==> src/rtl/dmem_port_arbiter.sv <==
// dmem_port_arbiter: shares one data-memory port between the CPU MEM stage and
// a debug requester. Grant is combinational; the debug read response returns
// one cycle after its transfer.
// Build option: define DMEM_ARB_STARVE_EN to add the debug starvation guard.
// Without it the CPU has strict priority.

module dmem_port_arbiter #(
    parameter int STARVE_LIMIT = 8
) (
    input  logic        clk,
    input  logic        reset,
    // CPU side
    input  logic        cpu_req,
    input  logic        cpu_we,
    input  logic [31:0] cpu_addr,
    input  logic [31:0] cpu_wdata,
    input  logic [2:0]  cpu_dmtype,
    output logic [31:0] cpu_rdata,
    output logic        cpu_stall,
    // debug side
    input  logic        dbg_valid,
    output logic        dbg_ready,
    input  logic        dbg_we,
    input  logic [31:0] dbg_addr,
    input  logic [31:0] dbg_wdata,
    input  logic [2:0]  dbg_dmtype,
    output logic        dbg_rsp_valid,
    output logic [31:0] dbg_rdata,
    // memory side
    output logic        mem_en,
    output logic        mem_we,
    output logic [31:0] mem_addr,
    output logic [31:0] mem_wdata,
    output logic [2:0]  mem_dmtype,
    input  logic [31:0] mem_rdata
);

    // Owner of the previous cycle's access.
    localparam logic [1:0] ST_IDLE = 2'd0;
    localparam logic [1:0] ST_CPU  = 2'd1;
    localparam logic [1:0] ST_DBG  = 2'd2;

    // Reject out-of-range starvation limits when the design is elaborated.
    if (STARVE_LIMIT < 1 || STARVE_LIMIT > 15) begin : g_bad_starve_limit
        $error("dmem_port_arbiter: STARVE_LIMIT must be within 1..15");
    end

    logic [1:0]  state_q, state_d;
    logic [31:0] dbg_rdata_q, dbg_rdata_d;
    logic        force_grant;
    logic        cpu_grant;
    logic        dbg_grant;
    logic        dbg_xfer;

`ifdef DMEM_ARB_STARVE_EN
    localparam logic [3:0] LIMIT = 4'(STARVE_LIMIT);

    logic [3:0] wait_cnt_q, wait_cnt_d;

    assign force_grant = (wait_cnt_q >= LIMIT);

    // Wait counter: count cycles debug is left waiting, saturating at 15.
    always_comb begin
        // NOTE: every always_comb output gets a default first so no path can infer a latch.
        wait_cnt_d = '0;
        if (dbg_valid && !dbg_grant) begin
            wait_cnt_d = (wait_cnt_q == 4'hF) ? wait_cnt_q : wait_cnt_q + 4'd1;
        end
    end

    // Wait counter register.
    always_ff @(posedge clk or posedge reset) begin
        if (reset) begin
            wait_cnt_q <= '0;
        end else begin
            wait_cnt_q <= wait_cnt_d;
        end
    end
`else
    assign force_grant = 1'b0;
`endif

    // Grant decision. A raised force flag only takes the port from the CPU
    // while debug is actually requesting; otherwise the CPU would stall with
    // nobody using the memory.
    always_comb begin
        cpu_grant = cpu_req && !(force_grant && dbg_valid);
        dbg_grant = dbg_valid && !cpu_grant;
        dbg_xfer  = dbg_grant;
    end

    // Memory port mux: the granted requester drives the port, idle otherwise.
    always_comb begin
        mem_en     = 1'b0;
        mem_we     = 1'b0;
        mem_addr   = cpu_addr;
        mem_wdata  = cpu_wdata;
        mem_dmtype = cpu_dmtype;
        if (cpu_grant) begin
            mem_en = 1'b1;
            mem_we = cpu_we;
        end else if (dbg_grant) begin
            mem_en     = 1'b1;
            mem_we     = dbg_we;
            mem_addr   = dbg_addr;
            mem_wdata  = dbg_wdata;
            mem_dmtype = dbg_dmtype;
        end
    end

    // Requester handshakes and CPU load data.
    always_comb begin
        cpu_stall = cpu_req && !cpu_grant;
        cpu_rdata = mem_rdata;
        dbg_ready = dbg_grant;
    end

    // Owner FSM next state and debug read-data capture.
    always_comb begin
        state_d = ST_IDLE;
        if (cpu_grant) begin
            state_d = ST_CPU;
        end else if (dbg_grant) begin
            state_d = ST_DBG;
        end
        // Debug writes leave the previous read data in place.
        dbg_rdata_d = (dbg_xfer && !dbg_we) ? mem_rdata : dbg_rdata_q;
    end

    // Owner FSM and debug response registers; reset also drops a pending response.
    always_ff @(posedge clk or posedge reset) begin
        if (reset) begin
            state_q     <= ST_IDLE;
            dbg_rdata_q <= '0;
        end else begin
            // NOTE: state registers use non-blocking assignment so every flop samples pre-edge values.
            state_q     <= state_d;
            dbg_rdata_q <= dbg_rdata_d;
        end
    end

    assign dbg_rsp_valid = (state_q == ST_DBG);
    assign dbg_rdata     = dbg_rdata_q;

endmodule

==> config.mk <==
export PLATFORM = sky130hd
export DESIGN_NAME = dmem_port_arbiter
export DESIGN_NICKNAME = d
export VERILOG_FILES = /design/src/rtl/dmem_port_arbiter.sv
export SDC_FILE = /design/constraint.sdc
export NUM_CORES = 1
export LEC_CHECK = 0
export BUFFER_PORTS_ARGS = -buffer_cell sky130_fd_sc_hd__buf_2
export CELL_PAD_IN_SITES_DETAIL_PLACEMENT = 0
export CELL_PAD_IN_SITES_GLOBAL_PLACEMENT = 1
export CORE_AREA = 2 2 121 123
export CTS_CLUSTER_SIZE = 40
export DETAILED_ROUTE_END_ITERATION = 16
export DIE_AREA = 0 0 123 125
export PLACE_DENSITY = 0.63
export SYNTH_ARGS = -nofsm -noshare
export SYNTH_HDL_FRONTEND = slang
export SYNTH_SLANG_ARGS = --single-unit
==> constraint.sdc <==
create_clock -name clk -period 1.6 [get_ports clk]
set_input_delay 0.08 -clock clk [delete_from_list [all_inputs] [get_ports clk]]
set_output_delay 0.08 -clock clk [all_outputs]
set_load 0.05 [all_outputs]
==> metrics.csv, run 1 <==
metric;value;unit
timing.critical_path.cells;buf_2, nand2b_4, buf_12, mux2_2, buf_2;
area_delta_synth_final;70.4;%
n_antenna_cell;0;
row_count;44;
drv_slew;0;
fillers;1531;
portBuffers;306;
powerDensity;1040;nW/um^2
yosysTopAreaCellShare;0.456;
drive_above_1_share;0.903;
fp.dieH;125;um
drtAntennaViolNets;0;
finalSetupTns;0;ns
drc;0;
drt_iter0_drc;40;
postCtsSetupBuffers;0;
fmaxAchievable;0.718;GHz
post_drt_via_cell_ratio;3.78;
setup_viol;0;
vias;2445;
synth.yosys.seq_area_share;0.359;
ys_types;13;
grt_pass1_vias;2363;
path_class;primary input to output port;
final_nets;634;
clock_latency;0.27;ns
fin_crit;1.39;ns
antenna_found_initial;0;
gr-total-overflow;0;
critPathLaunchType;primary input;
hold_viol;0;
final_cell_mix;buf_2 (306), mux2_2 (96), dfrtp_1 (34);
tritoncts;yes;
firstDrtPassIters;3;
netlist_top_cells_area;mux2_2 (46%), dfrtp_1 (36%), buf_4 (10%);
skew;0;ns
syn_area_per_cell;12.9;sq um
leakage;2.17;nW
grt_use_total;0.106;
cp_common_cell;buf_2;
max-cap-violations;0;
routedWlPerCell;13.7;um
ys_warn_count;0;
final_common_cell;buf_2;
worstPathRequired;1.52;ns
grt_max_degree;35;
clock-root-buffer;clkbuf_16;
period_share;0.871;
syn_inst;184;
regArea;851;sq um
fin_util;0.285;
cp-end-kind;output port;
multiInputGateArea;1170;sq um
slowest_stage;mux2_2;
cts.sink_count;34;
peakVddDrop;0.363;mV
grt_pass1_wl;12400;um
start_util;0.167;
core;14200;sq um
ys_ff_latch;34;
power;4.22;mW
io_pins;308;
grt_setup_unrepaired;no;
cts_max_level;2;
gp_congestion;0.811;
cts_buffers;5;
yosys.area.top_type;mux2_2;
clk_pin_slew;0.05;ns
die_area;15400;sq um
crit_fanout;23;
hp-class;primary input to flip-flop;
place_hpwl;7850;um
cts_buffer_depth;2;
dieWidth;123;um
synth_nets;356;
synth_area;2370;sq um
status;complete, no violations;
critPathArrivalTime;1.31;ns
routed_wl;8870;um
max_stage_delay;0.36;ns
[cells by family after synthesis]
group,Yosys count,synth area share
DFF,34,0.359
buffers and inverters,45,0.147
other,1,0.00158
AOI/OAI and AO/OA,1,0.00369
muxes,99,0.470
and+or+nand+nor,4,0.0190
[path summary, 6_finish.rpt]
| kind | cells past startpoint | startpoint | end | slack (ns) |
|---|---|---|---|---|
| worst max-delay path | 5 | cpu_req | mem_wdata[31] | 0.21 |
| worst max register to register | 1 | dbg_rdata[31]$_DFFE_PP0P_ | dbg_rdata[31]$_DFFE_PP0P_ | 0.84 |
| worst min-delay path | 2 | mem_rdata[25] | dbg_rdata[25]$_DFFE_PP0P_ | 0.04 |
| worst min register to register | 1 | dbg_rdata[25]$_DFFE_PP0P_ | dbg_rdata[25]$_DFFE_PP0P_ | 0.48 |
| min in group asynchronous | 4 | reset | dbg_rdata[7]$_DFFE_PP0P_ | 0.46 |
| max in group asynchronous | 4 | reset | dbg_rdata[13]$_DFFE_PP0P_ | 0.83 |
[sequential cells by signal, summed over array words and instances (netlist names)]
signal	cells
state_q	2
dbg_rdata	32
[cell type report]
cell class	instances	share of cell area
clock buffers	7	0.0353
clock inverters	1	0.00124
inverters	2	0.00186
multi-input cells	105	0.290
flip-flops and latches	34	0.210
well taps	184	0.0569
repair buffers	314	0.404
[metrics by stage]
stage | cells | cell area (sq um) | setup slack [ns] | hold WS [ns]
2_1_floorplan | 184 | 2370 | 0.298 | 0.111
3_3_place_gp | 637 | 3870 | 0.231 | 0.211
3_5_place_dp | 637 | 3870 | 0.198 | 0.212
4_1_cts | 647 | 4040 | 0.203 | 0.0324
5_1_grt | 647 | 4040 | 0.154 | 0.0363
6_report | 647 | 4040 | 0.207 | 0.0418
[cell usage after synthesis]
| library cell | count |
|---|---|
| buf_6 | 7 |
| nor3b_4 | 1 |
| mux2_1 | 3 |
| inv_1 | 2 |
| a22o_1 | 1 |
| mux2_2 | 96 |
| nand2b_4 | 1 |
| buf_2 | 3 |
| dfrtp_1 | 34 |
| conb_1 | 1 |
| buf_4 | 33 |
| nor2b_1 | 1 |
| or2_2 | 1 |
[routing by layer]
layer	global-route usage	vias to the layer above	routed length [um]
met5	0	-	0
met1	0.116	1105	3310
met3	0.0237	8	766
met2	0.201	163	4680
li1	-	1169	-
met4	0.0281	0	109
[power by group]
part           switching (mW)  internal, mW
sequential             0.0661          1.02
combinational            1.56         0.631
clock                   0.333         0.616
total                    1.95          2.26
[repair_timing]
item | 4_1_cts | 5_1_grt
gates resized for setup | 0 | 0
hold buffers | 2 | 0
hold endpoints to repair | 35 | 0
[worst max-delay path: cells and delay by family]
family | cells | cell delay [ns]
simple gates | 1 | 0.29
buf+inv | 3 | 0.57
mux | 1 | 0.36
Power figures use the tool's default switching activity.
==> run 2, diff against run 1 <==
--- a/config.mk
+++ b/config.mk
@@ -12,7 +12,7 @@
 export CTS_CLUSTER_SIZE = 40
 export DETAILED_ROUTE_END_ITERATION = 16
 export DIE_AREA = 0 0 123 125
-export PLACE_DENSITY = 0.63
+export PLACE_DENSITY = 0.71
 export SYNTH_ARGS = -nofsm -noshare
 export SYNTH_HDL_FRONTEND = slang
 export SYNTH_SLANG_ARGS = --single-unit
==> run 2 against run 1 <==
Combinational power barely moved. Critical endpoint is now mem_wdata[18]. First-iteration DRC count shrank 18%. Die area stayed put. Worst setup slack better by 0.047 ns. Sequential share of layout area barely moved. Highest routed layer unchanged. Largest power group unchanged. Via count up 1.5%. Global-route usage grew 0.87 points. Critical path depth is the same.
==> metrics.csv, run 2 (same netlist as run 1, synthesis figures left out) <==
metric;value;unit;change
place_hpwl;8450;um;+7.7%
worstPathRequired;1.52;ns;about the same
grt_use_total;0.115;;+0.00866
drv_slew;0;;unchanged
routed_wl;9570;um;+8.0%
sw_frac_of_total;0.468;;+0.00480
cts_resized;0;;unchanged
fin_crit;1.35;ns;-0.0466 ns
critPathTopFamily;buffers and inverters;;
holdWs;0.0468;ns;+0.00495 ns
clock_latency;0.27;ns;about the same
fmaxAchievable;0.743;GHz;+3.5%
setup_ws;0.254;ns;+0.0466 ns
antenna_found_initial;0;;unchanged
cts.sink_count;34;;unchanged
reg2regPathDepth;1;;unchanged
io_pins;308;;unchanged
p_clk_frac;0.226;;about the same
hold-path-cell-count;2;;unchanged
period_share;0.841;;-0.0291
routedWlPerCell;14.8;um;+8.0%
p_comb_frac;0.518;;about the same
peakVddDrop;0.391;mV;+7.8%
stdcell_area;4040;sq um;about the same
hold_path_end;dbg_rdata[26]$_DFFE_PP0P_;;
drtAntennaViolNets;0;;unchanged
post_drt_via_cell_ratio;3.83;;+1.5%
cts_buffers;5;;unchanged
skew;0;ns;unchanged
crit_fanout;14;;-39%
portBuffers;306;;unchanged
start_util;0.167;;unchanged
path_class;primary input to output port;;
clk_pin_slew;0.05;ns;about the same
gp_congestion;0.870;;+7.3%
grt_setup_unrepaired;no;;
cts_max_level;2;;unchanged
area_delta_synth_final;70.5;%;about the same
placed_cells;638;;+0.16%
cp_common_cell;buf_2;;
timing.critical_path.cells;buf_2, nand2b_4, buf_4, mux2_2, buf_2;;
cp-end-kind;output port;;
die_area;15400;sq um;unchanged
r2r_slack;0.80;ns;-0.04 ns
p_int;2.26;mW;about the same
row_count;44;;unchanged
tritoncts;yes;;
core;14200;sq um;unchanged
crit_buf_inv;3;;unchanged
powerDensity;1050;nW/um^2;+0.87%
critPathLaunchType;primary input;;
dieWidth;123;um;unchanged
drc;0;;unchanged
max-cap-violations;0;;unchanged
setup_viol;0;;unchanged
p_switching;1.99;mW;+1.9%
hold_viol;0;;unchanged
max_stage_delay;0.39;ns;+0.03 ns
critPathArrivalTime;1.27;ns;-0.04 ns
cts_buffer_depth;2;;unchanged
largest_reg_flops;32;;unchanged
slowest_stage;mux2_2;;
place_area;3880;sq um;+0.19%
gr-total-overflow;0;;unchanged
r2r_end;dbg_rdata[26]$_DFFE_PP0P_;;
drt_iter0_drc;33;;-18%
final_cell_mix;buf_2 (306), mux2_2 (96), dfrtp_1 (34);;
clock-root-buffer;clkbuf_16;;
hp-class;primary input to flip-flop;;
grt_pass1_wl;13300;um;+7.6%
firstDrtPassIters;4;;+1
post-place-ws;0.234;ns;+0.0358 ns
seqPwrFrac;0.255;;-0.002
fp.dieH;125;um;unchanged
leakage;2.17;nW;about the same
grt_max_degree;35;;unchanged
final_common_cell;buf_2;;
hp-start;mem_rdata[26];;
reg2reg_from;dbg_rdata[26]$_DFFE_PP0P_;;
status;complete, no violations;;
final_nets;634;;unchanged
grt_pass1_vias;2471;;+4.6%
fin_cells;647;;unchanged
finalSetupTns;0;ns;unchanged
n_antenna_cell;0;;unchanged
vias;2481;;+1.5%
drive_above_1_share;0.907;;+0.00432
run 2: cell types whose count changed in the layout (fill, tap and decap cells not counted), sizes merged:
cell,delta
dlygate4sd3,-1
buf,+1
clkbuf,-1
clkinvlp,+1
run 2: worst max path at each step:
stage,start,to,slack [ns],cells past startpoint
detailed placement,cpu_req,mem_wdata[21],0.23,5
global route,cpu_req,mem_wdata[22],0.20,5
floorplan,cpu_req,mem_dmtype[1],0.30,4
finish,cpu_req,mem_wdata[18],0.25,5
CTS,cpu_req,mem_wdata[22],0.24,5
global placement,cpu_req,mem_wdata[22],0.26,5
run 2: what timing repair did:
action                                 4_1_cts  5_1_grt
hold buffers                                 1        0
setup buffers                                0        0
endpoints found under the hold margin       34        0
run 2: final cells by class:
class,instances,area [sq um]
Multi-Input combinational cell,105,1170
Clock inverter,2,12.5
Timing Repair Buffer,314,1630
Fill cell,1523,10200
Inverter,2,7.51
Sequential cell,34,851
Tap cell,184,230
Clock buffer,6,139
run 2: through the flow:
step	util	power, mW
6_report	0.285	4.26
5_1_grt	0.285	4.46
4_1_cts	0.285	4.33
3_5_place_dp	0.273	3.33
3_3_place_gp	0.273	3.31
2_1_floorplan	-	2.75
run 2: power by group through the flow:
stage	Combinational [mW]	Sequential, mW	Clock (mW)
after floorplan	1.10	1.65	0
after global placement	2.21	1.10	0
after detailed placement	2.22	1.10	0
after CTS	2.23	1.09	1.01
after global routing	2.30	1.11	1.05
final	2.21	1.09	0.963
run 2: metal layers:
| metal | up-vias | wire length [um] | track usage |
|---|---|---|---|
| met4 | 0 | 142 | 0.0307 |
| met5 | - | 0 | 0 |
| li1 | 1169 | - | - |
| met2 | 174 | 4970 | 0.214 |
| met1 | 1131 | 3560 | 0.133 |
| met3 | 7 | 896 | 0.0187 |
==> run 3, diff against run 2 <==
--- a/config.mk
+++ b/config.mk
@@ -8,11 +8,11 @@
 export BUFFER_PORTS_ARGS = -buffer_cell sky130_fd_sc_hd__buf_2
 export CELL_PAD_IN_SITES_DETAIL_PLACEMENT = 0
 export CELL_PAD_IN_SITES_GLOBAL_PLACEMENT = 1
-export CORE_AREA = 2 2 121 123
+export CORE_AREA = 2 2 120 122
 export CTS_CLUSTER_SIZE = 40
 export DETAILED_ROUTE_END_ITERATION = 16
-export DIE_AREA = 0 0 123 125
-export PLACE_DENSITY = 0.71
+export DIE_AREA = 0 0 122 124
+export PLACE_DENSITY = 0.72
 export SYNTH_ARGS = -nofsm -noshare
 export SYNTH_HDL_FRONTEND = slang
 export SYNTH_SLANG_ARGS = --single-unit
==> constraint.sdc (replaced) <==
create_clock -name clk -period 1.3 [get_ports clk]
set_input_delay 0.065 -clock clk [delete_from_list [all_inputs] [get_ports clk]]
set_output_delay 0.065 -clock clk [all_outputs]
set_load 0.05 [all_outputs]
==> run 3 against run 2 <==
Sequential power increased by 23%. Cell area increased by 0.15%. Cell count decreased by 0.62%. Worst setup slack got worse by 0.19 ns. Utilization increased by 1.1 points. Clock power increased by 34%. Critical path type unchanged. Register-to-register slack got worse by 0.27 ns. First-iteration DRC count unchanged. Sequential share of layout area about the same. Worst hold slack got worse by 0.021 ns. Via count decreased by 1.3%. Largest cell class unchanged. Global-route usage decreased by 1.4 points.
==> metrics.csv, run 3 (same netlist as run 1, synthesis figures left out) <==
metric;value;unit;change
grt_pass1_vias;2228;;-9.8%
routed_wl;8860;um;-7.5%
grt_pass1_wl;11500;um;-14%
worstPathRequired;1.24;ns;-0.28 ns
critPathLaunchType;primary input;;
final_cell_mix;buf_2 (306), mux2_2 (96), dfrtp_1 (34);;
cp-end-kind;output port;;
critPathArrivalTime;1.17;ns;-0.10 ns
firstDrtPassIters;4;;unchanged
grt_use_total;0.101;;-0.0137
hold_viol;0;;unchanged
crit_fanout;28;;+14
period_share;0.953;;
hp-class;primary input to flip-flop;;
tritoncts;yes;;
vias;2448;;-1.3%
post_drt_via_cell_ratio;3.81;;-0.72%
final_nets;634;;unchanged
antenna_found_initial;0;;unchanged
n_antenna_cell;0;;unchanged
fin_crit;1.24;ns;
fp.dieH;124;um;-0.80%
skew;0;ns;unchanged
sw_frac_of_total;0.449;;-0.0193
leakage;2.18;nW;+0.27%
io_pins;308;;unchanged
clk_pin_slew;0.05;ns;about the same
place_hpwl;7970;um;-5.7%
powerDensity;1310;nW/um^2;+25%
final_common_cell;buf_2;;
peakVddDrop;0.384;mV;-1.8%
clock-root-buffer;clkbuf_16;;
p_comb_frac;0.505;;-0.013
cts.sink_count;34;;unchanged
status;complete, no violations;;
gr-total-overflow;0;;unchanged
gp_congestion;0.739;;-15%
path_class;primary input to output port;;
setup_viol;0;;unchanged
seqPwrFrac;0.253;;-0.002
fillers;1461;;-4.1%
drv_slew;0;;unchanged
largest_reg_flops;32;;unchanged
p_clk_frac;0.243;;+0.017
drc;0;;unchanged
area_delta_synth_final;70.7;%;
p_int;2.93;mW;+30%
start_util;0.173;;+0.00589
dieWidth;122;um;-0.81%
portBuffers;306;;unchanged
grt_max_degree;33;;-5.7%
cts_max_level;2;;unchanged
row_count;43;;-2.3%
p_switching;2.39;mW;+20%
drtAntennaViolNets;0;;unchanged
max-cap-violations;0;;unchanged
fmaxAchievable;0.807;GHz;
drt_iter0_drc;33;;unchanged
drive_above_1_share;0.903;;-0.00432
cts_buffer_depth;2;;unchanged
clock_latency;0.27;ns;about the same
finalSetupTns;0;ns;unchanged
cts_buffers;5;;unchanged
grt_setup_unrepaired;no;;
core;13700;sq um;-3.4%
die_area;15100;sq um;-1.6%
routedWlPerCell;13.8;um;-6.9%
fin_util;0.295;;+0.0105
run 3: worst paths after layout:
| path | start | endpoint | slack (ns) | cells after the start |
|---|---|---|---|---|
| setup / recovery | cpu_req | mem_addr[17] | 0.06 | 5 |
| hold / removal | mem_rdata[31] | dbg_rdata[31]$_DFFE_PP0P_ | 0.03 | 2 |
| setup reg to reg | dbg_rdata[10]$_DFFE_PP0P_ | dbg_rdata[10]$_DFFE_PP0P_ | 0.53 | 1 |
| hold reg to reg | dbg_rdata[25]$_DFFE_PP0P_ | dbg_rdata[25]$_DFFE_PP0P_ | 0.47 | 1 |
| max in group asynchronous | reset | dbg_rdata[9]$_DFFE_PP0P_ | 0.49 | 4 |
| min in group asynchronous | reset | state_q[1]$_DFF_PP0_ | 0.23 | 3 |
run 3: timing repair:
item / 4_1_cts / 5_1_grt
buffers inserted: 0 / 0
hold buffers: 1 / 0
endpoints found under the hold margin: 34 / 0
endpoints found under the setup margin: 0 / 0
resized for setup: 0 / 0
run 3: cell type report:
type / count / area (sq um) / area share
Clock buffer: 7 / 133 / 0.0327
Timing Repair Buffer: 314 / 1630 / 0.403
Clock inverter: 1 / 30.0 / 0.00741
Multi-Input combinational cell: 105 / 1170 / 0.289
Tap cell: 180 / 225 / 0.0556
Sequential cell: 34 / 851 / 0.210
Inverter: 2 / 7.51 / 0.00185
run 3: power by group through the flow:
stage	sequential, mW	clock (mW)	combinational (mW)
2_1_floorplan	2.03	0	1.35
3_3_place_gp	1.35	0	2.69
3_5_place_dp	1.36	0	2.70
4_1_cts	1.35	1.35	2.71
5_1_grt	1.37	1.39	2.80
6_report	1.34	1.29	2.69
run 3: worst max-delay path, cell delays in order:
cell      delay, ns
buf_2          0.12
nand2b_4       0.19
buf_12         0.20
mux2_2         0.36
buf_2          0.22
run 3: metrics by stage:
stage	worst slack, ns	std cells	power, mW	instance area, sq um	hold slack (ns)
2_1_floorplan	0.0281	184	3.38	2370	0.0964
3_3_place_gp	0.0757	634	4.04	3880	-0.0742
3_5_place_dp	0.0596	634	4.07	3880	-0.0696
4_1_cts	0.0621	643	5.41	4050	0.0163
5_1_grt	0.0291	643	5.56	4050	0.0228
6_report	0.0616	643	5.32	4050	0.0256
run 3: routing by layer:
metal | share of wire | GRT usage | vias to the layer above | wire length (um)
li1 | - | - | 1171 | -
met1 | 0.41 | 0.134 | 1101 | 3630
met2 | 0.49 | 0.165 | 170 | 4320
met3 | 0.092 | 0.0197 | 6 | 813
met4 | 0.011 | 0.0323 | 0 | 98
met5 | 0 | 0 | - | 0
